### src/rtl/icnbc_pkg.sv
// Shared types and width helpers for the icnbc sweep controller and the search engine.
package icnbc_pkg;

   // Sweep sequencer states.
   typedef enum logic [2:0] {
      StIdle,
      StRstEng,
      StLaunch,
      StWait,
      StEmit,
      StFinish
   } sweep_state_e;

   // Width of a minimum-distance value for an N-bit code (0..N inclusive).
   function automatic int unsigned ld_width(input int unsigned n);
      return $clog2(n + 1);
   endfunction

   // Codebook-size width: at least n+1 bits to hold 2^n, never below the engine's 10-bit address.
   function automatic int unsigned cnt_width(input int unsigned n);
      return (n + 1 > 10) ? n + 1 : 10;
   endfunction

   // Code width the engine is built with.
   localparam int unsigned CodeN   = 3;
   localparam int unsigned RecLdW  = ld_width(CodeN);
   localparam int unsigned RecCntW = cnt_width(CodeN);

   // One result record per searched distance.
   typedef struct packed {
      logic [RecLdW-1:0]  ld;
      logic [RecCntW-1:0] count;
      logic               timeout;
   } sweep_rec_t;

endpackage

### src/rtl/icnbc_watchdog.sv
// Per-search watchdog: counts enabled cycles since the last clear and flags expiry on the
// LIMIT-th enabled cycle.
module icnbc_watchdog #(
   parameter int unsigned LIMIT = 65535
) (
   input  logic clk,
   input  logic rst,
   input  logic clr_i,
   input  logic en_i,
   output logic expire_o
);

   localparam int unsigned CntW = $clog2(LIMIT + 1);

   logic [CntW-1:0] cnt_q, cnt_d;

   assign expire_o = en_i && (cnt_q == CntW'(LIMIT - 1));

   // Clear wins over counting; saturate once expired.
   always_comb begin
      cnt_d = cnt_q;
      if (clr_i) begin
         cnt_d = '0;
      end else if (en_i && !expire_o) begin
         cnt_d = cnt_q + CntW'(1);
      end
   end

   // Counter register.
   always_ff @(posedge clk) begin
      if (rst) begin
         cnt_q <= '0;
      end else begin
         cnt_q <= cnt_d;
      end
   end

endmodule

### src/rtl/icnbc_sweep_ctrl.sv
// Sweep sequencer: runs one code search per minimum-distance value in [lo, hi] and emits a
// result record for each. Optional watchdog enabled by defining ICNBC_SWEEP_TIMEOUT_EN.
module icnbc_sweep_ctrl
   import icnbc_pkg::*;
#(
   parameter int unsigned N           = CodeN,
   parameter int unsigned LD_W        = ld_width(N),
   parameter int unsigned CNT_W       = cnt_width(N),
   parameter int unsigned TIMEOUT_CYC = 65535
) (
   input  logic             clk,
   input  logic             rst,
   input  logic             cfg_valid_i,
   output logic             cfg_ready_o,
   input  logic [LD_W-1:0]  cfg_ld_lo_i,
   input  logic [LD_W-1:0]  cfg_ld_hi_i,
   input  logic             abort_i,
   output logic             eng_rst_o,
   output logic             eng_start_o,
   output logic [LD_W-1:0]  eng_min_ld_o,
   input  logic             eng_done_i,
   input  logic [CNT_W-1:0] eng_count_i,
   output logic             res_valid_o,
   input  logic             res_ready_i,
   output logic [LD_W-1:0]  res_ld_o,
   output logic [CNT_W-1:0] res_count_o,
   output logic             res_timeout_o,
   output logic             busy_o,
   output logic             sweep_done_o,
   output logic             cfg_err_o
);

   if (TIMEOUT_CYC == 0) begin : g_bad_timeout
      $error("TIMEOUT_CYC must be non-zero");
   end

   sweep_state_e    state_q, state_d;
   logic [LD_W-1:0] cur_ld_q, cur_ld_d;
   logic [LD_W-1:0] hi_q, hi_d;
   sweep_rec_t      res_q, res_d;
   logic            cfg_err_q, cfg_err_d;
   // Extra engine reset outside RST_ENG (abort or watchdog kill).
   logic            kill_rst_q, kill_rst_d;

`ifdef ICNBC_SWEEP_TIMEOUT_EN
   logic wd_clr, wd_en, wd_expire;

   icnbc_watchdog #(
      .LIMIT (TIMEOUT_CYC)
   ) u_watchdog (
      .clk      (clk),
      .rst      (rst),
      .clr_i    (wd_clr),
      .en_i     (wd_en),
      .expire_o (wd_expire)
   );
`endif

   // Next-state logic; abort overrides everything once a sweep is running.
   always_comb begin
      state_d    = state_q;
      cur_ld_d   = cur_ld_q;
      hi_d       = hi_q;
      res_d      = res_q;
      cfg_err_d  = 1'b0;
      kill_rst_d = 1'b0;
`ifdef ICNBC_SWEEP_TIMEOUT_EN
      wd_clr     = 1'b0;
      wd_en      = 1'b0;
`endif
      if (abort_i && (state_q != StIdle) && (state_q != StFinish)) begin
         state_d    = StFinish;
         kill_rst_d = 1'b1;
      end else begin
         unique case (state_q)
            StIdle: begin
               if (cfg_valid_i) begin
                  if (cfg_ld_lo_i > cfg_ld_hi_i) begin
                     cfg_err_d = 1'b1;
                  end else begin
                     cur_ld_d = cfg_ld_lo_i;
                     hi_d     = cfg_ld_hi_i;
                     state_d  = StRstEng;
                  end
               end
            end
            StRstEng: state_d = StLaunch;
            StLaunch: begin
`ifdef ICNBC_SWEEP_TIMEOUT_EN
               wd_clr = 1'b1;
`endif
               state_d = StWait;
            end
            StWait: begin
`ifdef ICNBC_SWEEP_TIMEOUT_EN
               wd_en = 1'b1;
`endif
               if (eng_done_i) begin
                  res_d   = '{ld: cur_ld_q, count: eng_count_i, timeout: 1'b0};
                  state_d = StEmit;
               end
`ifdef ICNBC_SWEEP_TIMEOUT_EN
               else if (wd_expire) begin
                  res_d      = '{ld: cur_ld_q, count: '0, timeout: 1'b1};
                  kill_rst_d = 1'b1;
                  state_d    = StEmit;
               end
`endif
            end
            StEmit: begin
               if (res_ready_i) begin
                  // Compare before incrementing so hi = all-ones terminates without wrapping.
                  if (cur_ld_q == hi_q) begin
                     state_d = StFinish;
                  end else begin
                     cur_ld_d = cur_ld_q + LD_W'(1);
                     state_d  = StRstEng;
                  end
               end
            end
            StFinish: state_d = StIdle;
            default:  state_d = StIdle;
         endcase
      end
   end

   // State and datapath registers.
   always_ff @(posedge clk) begin
      if (rst) begin
         state_q    <= StIdle;
         cur_ld_q   <= '0;
         hi_q       <= '0;
         res_q      <= '0;
         cfg_err_q  <= 1'b0;
         kill_rst_q <= 1'b0;
      end else begin
         state_q    <= state_d;
         cur_ld_q   <= cur_ld_d;
         hi_q       <= hi_d;
         res_q      <= res_d;
         cfg_err_q  <= cfg_err_d;
         kill_rst_q <= kill_rst_d;
      end
   end

   assign cfg_ready_o   = (state_q == StIdle);
   assign busy_o        = (state_q != StIdle);
   assign eng_rst_o     = (state_q == StRstEng) || kill_rst_q;
   assign eng_start_o   = (state_q == StLaunch);
   assign eng_min_ld_o  = cur_ld_q;
   assign res_valid_o   = (state_q == StEmit);
   assign res_ld_o      = res_q.ld;
   assign res_count_o   = res_q.count;
   assign res_timeout_o = res_q.timeout;
   assign sweep_done_o  = (state_q == StFinish);
   assign cfg_err_o     = cfg_err_q;

endmodule

### config.mk
export PLATFORM = sky130hd
export DESIGN_NAME = icnbc_sweep_ctrl
export DESIGN_NICKNAME = d
export VERILOG_FILES = /design/src/rtl/icnbc_pkg.sv /design/src/rtl/icnbc_watchdog.sv /design/src/rtl/icnbc_sweep_ctrl.sv
export SDC_FILE = /design/constraint.sdc
export NUM_CORES = 1
export LEC_CHECK = 0
export BUFFER_PORTS_ARGS = -buffer_cell sky130_fd_sc_hd__buf_2
export CAP_MARGIN = 5
export CELL_PAD_IN_SITES_DETAIL_PLACEMENT = 1
export CELL_PAD_IN_SITES_GLOBAL_PLACEMENT = 2
export CORE_MARGIN = 2
export CORE_UTILIZATION = 24
export DETAILED_ROUTE_END_ITERATION = 10
export PLACE_DENSITY = 0.71
export SYNTH_ARGS = -nofsm -noshare
export SYNTH_HDL_FRONTEND = slang
export SYNTH_SLANG_ARGS = --single-unit
### constraint.sdc
create_clock -name clk -period 1.8 [get_ports clk]
set_clock_uncertainty 0.15 [all_clocks]
set_input_delay 0.18 -clock clk [delete_from_list [all_inputs] [get_ports clk]]
set_output_delay 0.18 -clock clk [all_outputs]
set_load 0.03 [all_outputs]
Word-level counts from Yosys, hierarchy flattened
Index checks and enable logic that the tools add are counted.
{ "totals": {"in_bits": 20, "elab_cells": 57, "ff_bits": 21} }
{ "classes": {"magnitude_cmp": 1, "muxes": 14, "n_addsub": 1, "n_eq_ne": 16, "bitwise": 4, "reduce_logical": 13} }
{ "ops": {"columns": ["operator", "count"], "rows": [
  ["$mux W3", 6],
  ["$pmux W3 S5", 1],
  ["$reduce_and A4 Y1", 3],
  ["$ne A3 B3 Y1 const B", 3],
  ["$mux W2", 4],
  ["$ne A2 B2 Y1 const B", 4],
  ["$eq A3 B2 Y1 const B", 2],
  ["$eq A3 B3 Y1 const B", 2],
  ["$reduce_and A6 Y1", 1],
  ["$not A1 Y1", 4],
  ["$pmux W2 S2", 1],
  ["$reduce_or A4 Y1", 1],
  ["$eq A3 B1 Y1 const B", 1],
  ["$logic_not A3 Y1", 1],
  ["$ne A3 B1 Y1 const B", 1],
  ["$ne A3 B2 Y1 const B", 1],
  ["$reduce_and A3 Y1", 1],
  ["$reduce_bool A3 Y1", 1],
  ["$add A2 B1 Y2 const B", 1],
  ["$eq A2 B2 Y1", 1],
  ["$gt A2 B2 Y1", 1],
  ["$logic_and A1 B1 Y1", 2],
  ["$mux W1", 2],
  ["$ne A2 B1 Y1 const B", 1],
  ["other kinds (3)", 3]
]} }

Logic depth before layout (Yosys ltp)
{ "logic_depth": {"word_depth": 5, "ltp_mapped": 7, "ltp_nobuf": 7} }

Worst setup path after synthesis
Ideal clock, no wire load.
{ "synth_timing": {"kind": "reg2reg", "start": "reg state_q[1]", "end": "reg state_q[2]", "path_slack_ns": -0.158, "required_ns": 1.559, "stages_incl_launch_ff": 7, "arrival_ns": 1.717, "cell_sequence": "dfxtp_1 -> buf_2 -> nor3_4 -> inv_1 -> a21oi_1 -> a2111oi_0 -> a311oi_1"} }
{ "synth_between": {"word_cells_on_any_way": 16, "classes_between": "eq/ne (9); mux (2); reduce/logical (5)"} }
{ "synth_lines": {"columns": ["item", "line_no", "rtl"], "rows": [
  ["start: declaration", "icnbc_sweep_ctrl.sv:37", "sweep_state_e state_q, state_d;"],
  ["start signal: assignment", "icnbc_sweep_ctrl.sv:130", "state_q <= StIdle;"],
  ["start signal: assignment", "icnbc_sweep_ctrl.sv:137", "state_q <= state_d;"],
  ["$logic_not A3 Y1 (*)", null, null],
  ["net cfg_ready_o", "icnbc_sweep_ctrl.sv:14", "output logic cfg_ready_o,"],
  ["$pmux W3 S5, or another cell as far along", "icnbc_sweep_ctrl.sv:75", "unique case (state_q)"],
  ["$mux W3 / $reduce_and A4 Y1 (equally long branches)", null, null]
]} }
Mark *: on every way through the listed nets, which the timed path passes. The rest lies on a longest branch.
A chain may end at the register's enable or synchronous reset.

Final worst setup path
{ "layout_timing": {"start": "reg state_q[2]", "end": "reg cur_ld_q[0], in the netlist eng_min_ld_o[0]"} }
{ "layout_between": {"elab_chain_len": 5, "word_cells_on_any_way": 14, "classes_between": "eq/ne (6); mux (1); bitwise (1); reduce/logical (6)"} }
{ "layout_rtl": {"columns": ["item", "line_no", "rtl"], "rows": [
  ["parallel branches: the longest is 5 deep, another holds $reduce_and A6 Y1", null, null],
  ["end signal: assignment", "icnbc_sweep_ctrl.sv:138", "cur_ld_q <= cur_ld_d;"],
  ["end: declaration", "icnbc_sweep_ctrl.sv:38", "logic [LD_W-1:0] cur_ld_q, cur_ld_d;"]
]} }
Several ways; the timed one is not identified.

==> impl_metrics.toml <==
[yosys]
yosysSeqAreaShare = 0.401
netlist.area_leader.share = 0.401
synthCells = 114
synth_area_per_cell_um2 = 9.19
synth_area_um2 = 1050
synth.distinct_cells = 37
yosys-top-cells-area = "dfxtp_1 (40%), mux2i_1 (13%), nor2_1 (7.9%)"
yosysTopAreaCell = "dfxtp_1"
synth.ff_latch_count = 21
synthesis.nets = 136
synth_warnings = 0

[timing]
report.final.setup_viol = 1
drv_slew = 0
fmax_mhz = 541
hold_viol = 0
finalCritPeriodShare = 1.03
fin_tns_setup_ns = -0.0482
grt_setup_unrepaired = "yes"
min_period_ns = 1.85
setup_ws_ns = -0.0482

[critical_path]
critPathMaxFanout = 4
cp-start-kind = "flip-flop"
crit_start = "state_q[2]"
r2r_setup_slack_ns = -0.05
worstPathArrival_ns = 1.90
timing.rr.start = "state_q[2]"
critPathRequiredTime_ns = 1.85
critPathKind = "reg2reg"
critPathCaptureType = "flip-flop"

[drt]
wl_um = 3060
via_per_inst = 4.63
drc = 0
antenna_left = 0
drt_first_pass_iters = 2
drtIter0Drc = 47
routed-via-count = 1028
avgRoutedWirePerCell_um = 13.8

[floorplan]
die_w_um = 70.1
core-area_um2 = 4260
pin_count = 42
rows = 24
die_area_um2 = 4910
start_util = 0.246
die_h_um = 70.1

[placed_design]
portBuffers = 40
gp_congestion = 0.769
dp_hpwl_um = 2320

[grt]
grt_usage = 0.134
grt_pass1_wl_um = 5240
overflow = 0
grt_pass1_vias = 1159
grt_max_degree = 22
antenna_found_initial = 0

[clock_network]
cts_made_buffers = 3
cts_num_sinks = 21
clock_latency_ns = 0.26
cts.path.max_buffers = 2
cts.clk_slew.worst_paths_ns = 0.08
htree_num_levels = 1
root_buffer = "clkbuf_8"
cts_tree = "built"

[cells_and_area]
fillCellCount = 512
seq_area_um2 = 423
layout_commonest_cell = "buf_2"
fin_util = 0.362
drive_above_1_share = 0.459
areaGrowthSynthToFinish_pct = 47.4
mostFrequentLayoutCells = "buf_2 (39), nor2_1 (20), dfxtp_1 (19), mux2i_1 (14), buf_4 (14)"
fin_nets = 193
diodes = 0
multi_input_area_um2 = 596

[power]
combinationalPowerShare = 0.529
clockPowerShare = 0.171
seq_power_share = 0.300
vdd_drop_max_mv = 0.437
p_leak_nw = 0.703
fin_total_pwr_mw = 1.90
swShare = 0.422
power.switching_mw = 0.799
p_int_mw = 1.10
p_per_area_nw_per_um2 = 1230

[status]
status = "finished with violations"
violations = "negative setup slack"

[flow_run]
max-cap-violations = 0

[hold_path]
hp-class = "in2reg"
worstHoldStart = "eng_count_i[8]"
[Yosys cell counts (all sizes together)]
library cell,instances
nand2,4
a21oi,4
nor3,4
clkbuf,1
or3,1
buf,6
ha,2
dfxtp,21
mux2i,14
a2111oi,1
nand3b,1
a311oi,1
clkinv,1
a21o,1
a31oi,1
nor2b,1
inv,6
or4,1
conb,1
a211o,1
o311a,1
and2,1
a311o,1
o211ai,1
o21ai,5
o31ai,3
nor2,22
and2b,1
xor2,3
nand3,2
a32oi,1
[timing repair]
item,in CTS,in global routing
hold buffers,5,0
gates resized for setup,5,7
buffers inserted,2,0
cloned,0,0
pin swaps,1,3
hold endpoints to repair,5,0
setup endpoints to repair,4,11
[worst paths after layout]
path,depth (start not counted),endpoint
setup reg to reg,6,eng_min_ld_o[0]
setup / recovery,6,eng_min_ld_o[0]
hold / removal,3,res_count_o[8]
hold reg to reg,2,res_count_o[0]
[power by group through the flow]
stage	clock network (mW)	logic, mW	registers (mW)
final	0.324	1.00	0.569
after global routing	0.375	1.09	0.578
after CTS	0.343	0.985	0.566
after detailed placement	0	0.904	0.575
after global placement	0	0.882	0.571
after floorplan	0	0.592	0.586
[critical path, stage by stage (launching register included)]
cell	delay, ns
dfxtp_2	0.35
buf_4	0.15
xor2_2	0.18
o21ai_2	0.20
o31ai_4	0.12
or4_4	0.50
a21oi_2	0.14
[cell families after synthesis]
logic type | Yosys count | synth area share
mux | 14 | 0.134
buf+inv | 14 | 0.0729
compound gates | 21 | 0.161
xor+xnor | 3 | 0.0251
simple gates | 38 | 0.178
fa+ha+maj | 2 | 0.0239
other cells | 1 | 0.00358
flops | 21 | 0.401
[flip-flops by register name (all words and copies together) (netlist names)]
signal / cells
hi_q: 2
res_ld_o: 2
eng_min_ld_o: 2
kill_rst_q: 1
res_count_o: 10
cfg_err_o: 1
state_q: 3
[final cells by class]
type                       count  share of cell area
timing repair buffer          59               0.240
clock inverter                 1             0.00486
clock buffer                   3              0.0267
inverter                       7              0.0267
sequential                    21               0.274
multi-input combinational     79               0.386
tap                           52              0.0421
[routing by layer]
layer,GRT usage,part of all wire,vias to the layer above
li1,-,-,505
met1,0.140,0.40,484
met2,0.254,0.52,35
met3,0.0476,0.068,4
met4,0.0342,0.0075,0
met5,0,0,-
[through the flow]
stage               worst slack, ns  cells  instance area [µm²]  hold WS, ns
floorplan                   -0.0223    114                 1070        0.140
global placement             -0.107    211                 1390        0.264
detailed placement           -0.190    211                 1390        0.281
CTS                         -0.0333    222                 1520    0.0000638
global route                -0.0997    222                 1540       0.0170
finish                      -0.0482    222                 1540      0.00370
(Power assumes the default switching activity.)
